--- src/rtl/pll_reset_gen_pkg.sv ---
// Shared definitions for the PLL reset generator: FSM state encodings and the
// width of the debug 'state' output, also decoded by the CSR block.
package pll_reset_gen_pkg;

    localparam int STATE_W = 2;

    typedef enum logic [STATE_W-1:0] {
        ST_WAIT_LOCK = 2'd0,
        ST_FILTER    = 2'd1,
        ST_HOLD      = 2'd2,
        ST_RUN       = 2'd3
    } rst_state_e;

    // Counter width able to hold the larger of the two qualification lengths.
    function automatic int cnt_width(input int lock_filter, input int hold_cycles);
        int longest;
        longest = (lock_filter > hold_cycles) ? lock_filter : hold_cycles;
        return $clog2(longest + 1);
    endfunction

endpackage

--- src/rtl/pll_reset_gen_if.sv ---
// Signal bundle between the PLL reset generator and its consumers.
// RSTGEN_SOFTRST_EN adds the soft_req input to the bundle.
interface pll_reset_gen_if #(
    parameter int LOSS_CNT_W = 8
);
    import pll_reset_gen_pkg::*;

    logic                  pll_locked;
`ifdef RSTGEN_SOFTRST_EN
    logic                  soft_req;
`endif
    logic                  sys_resetn;
    logic                  ready;
    logic [STATE_W-1:0]    state;
    logic [LOSS_CNT_W-1:0] lock_loss_cnt;

`ifdef RSTGEN_SOFTRST_EN
    modport master (
        input  pll_locked,
        input  soft_req,
        output sys_resetn,
        output ready,
        output state,
        output lock_loss_cnt
    );

    modport slave (
        output pll_locked,
        output soft_req,
        input  sys_resetn,
        input  ready,
        input  state,
        input  lock_loss_cnt
    );
`else
    modport master (
        input  pll_locked,
        output sys_resetn,
        output ready,
        output state,
        output lock_loss_cnt
    );

    modport slave (
        output pll_locked,
        input  sys_resetn,
        input  ready,
        input  state,
        input  lock_loss_cnt
    );
`endif

endinterface

--- src/rtl/pll_reset_gen_sync_ff.sv ---
// Generic single-bit flop-chain synchronizer; the whole chain clears on resetn.
module sync_ff #(
    parameter int STAGES = 2
) (
    input  logic clk,
    input  logic resetn,
    input  logic d,
    output logic q
);

    logic [STAGES-1:0] chain;

    always_ff @(posedge clk) begin
        if (!resetn) begin
            chain <= '0;
        end else begin
            chain <= {chain[STAGES-2:0], d};
        end
    end

    assign q = chain[STAGES-1];

endmodule

--- src/rtl/pll_reset_gen.sv ---
// Turns the asynchronous PLL lock flag into a filtered, stretched, synchronous
// active-low system reset. RSTGEN_SOFTRST_EN enables the soft reset request.
module pll_reset_gen
    import pll_reset_gen_pkg::*;
#(
    parameter int SYNC_STAGES = 2,
    parameter int LOCK_FILTER = 1024,
    parameter int HOLD_CYCLES = 16,
    parameter int LOSS_CNT_W  = 8
) (
    input  logic            clk,
    input  logic            resetn,
    pll_reset_gen_if.master bus
);

    localparam int CNT_W = cnt_width(LOCK_FILTER, HOLD_CYCLES);
    localparam logic [CNT_W-1:0] FILTER_LAST = CNT_W'(LOCK_FILTER - 1);
    localparam logic [CNT_W-1:0] HOLD_LAST   = CNT_W'(HOLD_CYCLES - 1);

    rst_state_e            state_q, state_d;
    logic [CNT_W-1:0]      cnt_q, cnt_d;
    logic [LOSS_CNT_W-1:0] loss_q, loss_d;
    logic                  run_q;
    logic                  lock_s;
    logic                  soft_s;

    function automatic logic [LOSS_CNT_W-1:0] sat_inc(input logic [LOSS_CNT_W-1:0] v);
        return (&v) ? v : v + 1'b1;
    endfunction

    sync_ff #(.STAGES(SYNC_STAGES)) u_lock_sync (
        .clk    (clk),
        .resetn (resetn),
        .d      (bus.pll_locked),
        .q      (lock_s)
    );

    // soft_req originates in the clk domain, so it is used without a synchronizer.
`ifdef RSTGEN_SOFTRST_EN
    assign soft_s = bus.soft_req;
`else
    assign soft_s = 1'b0;
`endif

    always_comb begin
        state_d = state_q;
        cnt_d   = cnt_q;
        loss_d  = loss_q;
        case (state_q)
            ST_WAIT_LOCK: begin
                if (lock_s) begin
                    state_d = ST_FILTER;
                    cnt_d   = '0;
                end
            end
            ST_FILTER: begin
                if (!lock_s) begin
                    state_d = ST_WAIT_LOCK;
                end else if (cnt_q == FILTER_LAST) begin
                    state_d = ST_HOLD;
                    cnt_d   = '0;
                end else begin
                    cnt_d = cnt_q + 1'b1;
                end
            end
            ST_HOLD: begin
                if (!lock_s) begin
                    state_d = ST_WAIT_LOCK;
                end else if (cnt_q == HOLD_LAST) begin
                    state_d = ST_RUN;
                end else begin
                    cnt_d = cnt_q + 1'b1;
                end
            end
            ST_RUN: begin
                // Lock loss outranks a simultaneous soft request.
                if (!lock_s) begin
                    state_d = ST_WAIT_LOCK;
                    loss_d  = sat_inc(loss_q);
                end else if (soft_s) begin
                    state_d = ST_HOLD;
                    cnt_d   = '0;
                end
            end
            default: begin
                state_d = ST_WAIT_LOCK;
            end
        endcase
    end

    // sys_resetn is registered from next_state so it tracks state entry/exit of RUN.
    always_ff @(posedge clk) begin
        if (!resetn) begin
            state_q <= ST_WAIT_LOCK;
            cnt_q   <= '0;
            loss_q  <= '0;
            run_q   <= 1'b0;
        end else begin
            state_q <= state_d;
            cnt_q   <= cnt_d;
            loss_q  <= loss_d;
            run_q   <= (state_d == ST_RUN);
        end
    end

    assign bus.sys_resetn    = run_q;
    assign bus.ready         = run_q;
    assign bus.state         = state_q;
    assign bus.lock_loss_cnt = loss_q;

endmodule

--- src/flat_wrapper.sv ---
// flat-port wrapper written by rule: the top's interface ports become plain ports
module pll_reset_gen_flat import pll_reset_gen_pkg::*;
#(
    parameter int SYNC_STAGES = 2,
    parameter int LOCK_FILTER = 1024,
    parameter int HOLD_CYCLES = 16,
    parameter int LOSS_CNT_W  = 8
)
  (clk, resetn, bus_pll_locked, bus_sys_resetn, bus_ready, bus_state, bus_lock_loss_cnt);
  pll_reset_gen_if #(.LOSS_CNT_W(LOSS_CNT_W)) bus_i ();
  input  logic clk;
  input  logic resetn;
  input wire logic [$bits(bus_i.pll_locked)-1:0] bus_pll_locked;
  output wire logic [$bits(bus_i.sys_resetn)-1:0] bus_sys_resetn;
  output wire logic [$bits(bus_i.ready)-1:0] bus_ready;
  output wire logic [$bits(bus_i.state)-1:0] bus_state;
  output wire logic [$bits(bus_i.lock_loss_cnt)-1:0] bus_lock_loss_cnt;
  assign bus_i.pll_locked = bus_pll_locked;
  assign bus_sys_resetn = bus_i.sys_resetn;
  assign bus_ready = bus_i.ready;
  assign bus_state = bus_i.state;
  assign bus_lock_loss_cnt = bus_i.lock_loss_cnt;
  pll_reset_gen #(.SYNC_STAGES(SYNC_STAGES), .LOCK_FILTER(LOCK_FILTER), .HOLD_CYCLES(HOLD_CYCLES), .LOSS_CNT_W(LOSS_CNT_W)) u_core (.clk(clk), .resetn(resetn), .bus(bus_i));
endmodule
--- config.mk ---
export PLATFORM = sky130hd
export DESIGN_NAME = pll_reset_gen_flat
export DESIGN_NICKNAME = d
export VERILOG_FILES = /design/src/rtl/pll_reset_gen_pkg.sv /design/src/rtl/pll_reset_gen_if.sv /design/src/rtl/pll_reset_gen_sync_ff.sv /design/src/rtl/pll_reset_gen.sv /design/src/flat_wrapper.sv
export SDC_FILE = /design/constraint.sdc
export NUM_CORES = 1
export LEC_CHECK = 0
export ABC_AREA = 1
export CAP_MARGIN = 25
export CELL_PAD_IN_SITES_DETAIL_PLACEMENT = 0
export CELL_PAD_IN_SITES_GLOBAL_PLACEMENT = 1
export CORE_AREA = 2 2 66 68
export DETAILED_ROUTE_END_ITERATION = 8
export DIE_AREA = 0 0 68 70
export PLACE_DENSITY_LB_ADDON = 0.1
export RECOVER_POWER = 25
export SYNTH_ARGS = -nofsm -noshare
export SYNTH_HDL_FRONTEND = slang
export SYNTH_SLANG_ARGS = --single-unit
--- constraint.sdc ---
create_clock -name clk -period 1.65 [get_ports clk]
set_input_delay 0.165 -clock clk [delete_from_list [all_inputs] [get_ports clk]]
set_output_delay 0.165 -clock clk [all_outputs]
set_load 0.02 [all_outputs]
# --- Yosys cells after proc, flatten, opt, wreduce, memory -nomap -nowiden ---
# Index checks and enable logic that the tools add are counted.
totals:
  regBits: 24
  input_bits: 3
  out_inout_bits: 12
  elab_cells: 37
op_classes:
  addsub: 2
  n_eq_ne: 10
  mux: 13
  n_bitwise: 3
  n_reduce_logical: 4
ops:
  columns: ["op", "n"]
  rows:
  - ["11-bit 2-to-1 mux", 5]
  - ["11-bit case mux with 3 select lines", 1]
  - ["2-bit 2-to-1 mux", 6]
  - ["11-bit by 1-bit adder with 11-bit output, second input constant", 1]
  - ["11-bit by 10-bit equality test with 1-bit output, second input constant", 1]
  - ["11-bit by 4-bit equality test with 1-bit output, second input constant", 1]
  - ["8-bit by 1-bit adder with 8-bit output, second input constant", 1]
  - ["2-bit != test, second input constant", 4]
  - ["2-bit case mux with 4 select lines", 1]
  - ["8-bit AND reduction", 1]
  - ["2-bit equality test, second input constant", 3]
  - ["5-bit AND reduction", 1]
  - ["1-bit inverter", 3]
  - ["3-bit AND reduction", 1]
  - ["2-bit by 1-bit equality test with 1-bit output, second input constant", 1]
  - ["2-bit logical NOT", 1]

# --- Longest topological paths before layout ---
# Gate-level depths: netlist of run 1.
logic_depth:
  depth_word: 5
  ltp_mapped: 12
  depth_no_buf: 12

# --- Modules after synthesis ---
# Synthesis of run 1 repeated with hierarchy kept, for this count alone.
unflattened:
  hier_cells: 197
  area_unflattened_um2: 1422.6
by_module_without_submodules:
  columns: ["module", "n_inst", "cells_per_inst", "area_each_um2", "seq_area_each_um2"]
  rows:
  - ["pll_reset_gen", 1, 191, 1367.6, 440.4]
  - ["sync_ff", 1, 6, 55.1, 40.0]

# --- Worst setup path before layout of run 1 ---
# Ideal clock, no wire load.
synth_path:
  kind: "reg-to-reg"
  start: "reg u_core.state_q[0] (netlist: u_core.bus.state[0])"
  end: "reg u_core.cnt_q[8]"
  setup_ns: 0.119
  t_arrival_ns: 1.661
  required_time_ns: 1.531
  slack_ns: -0.130
  stages_incl_launch_ff: 11
  n_path_buf: 0
  period_less_slack_ns: 1.780
  cell_sequence: "dfxtp_1 > inv_1 > ha_1 > nor2_2 > nand3_1 > nand2_2 > inv_2 > nor2_8 > nand2_1 > o21ai_1 > a21oi_1"
synth_between:
  elab_chain_cells: 3
  word_cells_on_any_way: 11
  cone_classes: "eq/ne: 7; mux: 1; bitwise: 1; reduce/logical: 2"
synth_lines:
  columns: ["element", "line_no", "text"]
  rows:
  - ["start: declaration", "pll_reset_gen.sv:20", "rst_state_e state_q, state_d;"]
  - ["start signal: assignment", "pll_reset_gen.sv:99", "state_q <= state_d;"]
  - ["2-bit equality test (tied with other cells)", "pll_reset_gen.sv:49", "case (state_q)"]
  - ["2-bit != test (no line) or 1-bit inverter (tied branches)", null, null]
  - ["5-bit AND reduction (no line)", null, null]
  - ["end signal: assignment", "pll_reset_gen.sv:100", "cnt_q <= cnt_d;"]
  - ["end: declaration", "pll_reset_gen.sv:21", "logic [CNT_W-1:0] cnt_q, cnt_d;"]
# Parallel ways exist; a longest one is shown, timed or not.
# A chain may end at the register's enable or synchronous reset.

# --- Final worst setup path of run 1 ---
layout_path:
  start: "reg u_core.state_q[1] (netlist: u_core.bus.state[1])"
  end: "reg u_core.cnt_q[5]"
# The elaborated chain is that of the path after synthesis.

==> flow_summary.json, run 1 <==
{
  "dp_hpwl_mm": 2.49,
  "setup-tns-final_ps": 0,
  "power_per_cell_area_nw_per_um2": 589,
  "cp.required_ps": 1810,
  "die_w_um": 68,
  "diodes": 0,
  "final_cell_area_um2": 1830,
  "fmax_mhz": 621,
  "layout_commonest_cell": "nand2_1",
  "wl_per_cell_um": 12.1,
  "ctsHoldBuffers": 0,
  "antenna_found_initial": 0,
  "arrival_ps": 1770,
  "peakVddDrop_mv": 0.317,
  "cts_buffers": 3,
  "grt_pass1_vias": 1260,
  "gr-total-overflow": 0,
  "finalNetCount": 238,
  "grt_pass1_wl_mm": 5.26,
  "vias": 1320,
  "synth.avg_cell_area_um2": 7.02,
  "cap_viol_max_count": 0,
  "ios": 15,
  "total_power_mw": 1.08,
  "path_clk_slew_ps": 90,
  "finalHoldViolCount": 0,
  "hold_class": "input port to flop",
  "yosysWarnings": 0,
  "cts_sinks": 24,
  "maxSlewViolCount": 0,
  "syn_nets": 209,
  "min_period_ps": 1610,
  "whs_ps": 420,
  "ys_seq_elements": 24,
  "cts-root-buf": "clkbuf_8",
  "synthCells": 199,
  "place_area_um2": 1660,
  "drt_iter0_markers": 59,
  "start_util_pct": 33.7,
  "fp-row-count": 24,
  "period_share_pct": 97.6,
  "syn_to_final_growth_pct": 31.0,
  "grt_max_degree": 14,
  "dp_slack_ps": -18.9,
  "drt_pass1_iterations": 4,
  "status": "finished, final reports clean",
  "htree_levels": 1,
  "syn_area_um2": 1400,
  "grt_use_total_pct": 14.1,
  "final-setup-viol-count": 0,
  "io_buffers": 14,
  "yosysSeqAreaShare_pct": 34.4,
  "fin_worst_skew_ps": 2.74,
  "start_kind": "flop",
  "ant_nets": 0,
  "design.core.area_um2": 4140,
  "viasPerCell": 4.73,
  "p_leak_nw": 0.732,
  "yosysUniqueCellTypes": 26,
  "clk_path_buf_depth": 2,
  "final_cell_mix": "40 x nand2_1, 24 x inv_1, 23 x nor2_1, 19 x dfxtp_1, 13 x nand3_1",
  "gp_congestion": 0.832,
  "drive_gt1_share_pct": 24.2,
  "clk-insertion-delay-late_ps": 260,
  "critPathMaxFanout": 5,
  "path_class": "flop to flop",
  "layout_setup_ws_ps": 38.9,
  "wirelength_mm": 3.37,
  "cts_tree": "done",
  "tightest_slew_ps": 307,
  "relSlewSlack_pct": 79.3,
  "floorplan.die.height_um": 70,
  "drc": 0,
  "die_area_um2": 4760,
  "critPathCaptureType": "flop"
}
[layout make-up]
| cell class | count | area [um^2] |
|---|---|---|
| timing repair buffer | 25 | 219 |
| tap | 52 | 65.1 |
| inverter | 31 | 126 |
| sequential | 24 | 492 |
| clock buffer | 4 | 55.1 |
| multi-input combinational | 143 | 872 |
| fill | 435 | 2310 |
[worst paths after layout]
path / from / endpoint / slack [ps] / cells past startpoint
setup / recovery: u_core.bus.state[1]$_SDFF_PN0_ / u_core.cnt_q[5]$_SDFFE_PN0P_ / 40 / 10
hold / removal: bus_pll_locked / u_core.u_lock_sync.chain[0]$_SDFF_PN0_ / 420 / 3
setup reg to reg: u_core.bus.state[1]$_SDFF_PN0_ / u_core.cnt_q[5]$_SDFFE_PN0P_ / 40 / 10
hold reg to reg: u_core.u_lock_sync.chain[0]$_SDFF_PN0_ / u_core.u_lock_sync.chain[1]$_SDFF_PN0_ / 420 / 2
[sequential cells by signal, indices dropped and copies added (netlist names)]
register,cells
u_core.bus.lock_loss_cnt,8
u_core.bus.ready,1
u_core.u_lock_sync.chain,2
u_core.bus.state,2
u_core.cnt_q,11
[repair_timing]
action,4_1_cts,5_1_grt
buffers inserted,0,2
resized for setup,0,30
pin swaps,1,10
gates cloned,1,0
endpoints found under the setup margin,2,15
[synthesized netlist by cell type]
cell      number  share of area, %
and2_1         1              0.45
nor3_1         3               1.1
buf_4          1              0.54
a211oi_2       1              0.90
nand3_2        1              0.72
inv_2          2              0.54
nor2_2         3               1.3
and3_1         1              0.45
buf_2          1              0.36
o21ai_1        1              0.36
nand2_4        2               1.6
nor2_4         3               2.4
ha_1           7               6.3
nor2_8         1               1.4
nand4_1        7               3.1
xor2_1         6               3.8
o21bai_2       1              0.81
a21oi_1       10               3.6
nand3_1       14               5.0
inv_1         29               7.8
o21ai_0        6               2.2
nand2_2        4               1.8
nor2_1        25               6.7
nand2_1       44                12
a21boi_0       1              0.54
dfxtp_1       24                34
[worst max-delay path, stage by stage, from the launching register on]
cell,delay [ps]
dfxtp_4,400
inv_4,60
ha_4,160
nor2_4,130
nand3_2,110
nand2_4,120
inv_6,50
nor2_8,160
nand2_1,100
xor2_1,160
nor2_1,50
[metal layers]
metal  global-route usage, %  vias to the layer above  wire (um)
met4                    4.00                        0         19
met2                    25.8                       12       1880
met3                    1.93                        2         54
met1                    16.5                      624       1410
met5                       0                        -          0
li1                        -                      682          -
[logic make-up after synthesis]
group | count (synthesis) | synth area share, %
buffers and inverters | 33 | 9.23
AO/OA/AOI/OAI | 20 | 8.33
XOR/XNOR | 6 | 3.76
flip-flops | 24 | 34.4
adder cells (fa/ha/maj) | 7 | 6.27
AND/OR/NAND/NOR | 109 | 38.0
[per-stage QoR]
step / utilization [%] / cells
2_1_floorplan: - / 199
3_3_place_gp: 40.1 / 272
3_5_place_dp: 40.1 / 272
4_1_cts: 41.7 / 277
5_1_grt: 44.1 / 279
6_report: 44.1 / 279
[where the power goes]
group          total [mW]  leakage, nW  switching, mW  internal, mW
clock               0.399       0.0288          0.187         0.213
combinational      0.0940        0.506         0.0558        0.0382
sequential          0.584        0.197        0.00428         0.580
total                1.08        0.732          0.247         0.831
(Power assumes the default switching activity.)
==> run 2, diff against run 1 <==
--- a/config.mk
+++ b/config.mk
@@ -17,3 +17,4 @@
 export SYNTH_ARGS = -nofsm -noshare
 export SYNTH_HDL_FRONTEND = slang
 export SYNTH_SLANG_ARGS = --single-unit
+export TNS_END_PERCENT = 50
==> results of run 2 <==
Final layout, timing and power as in run 1 (identical DEF).
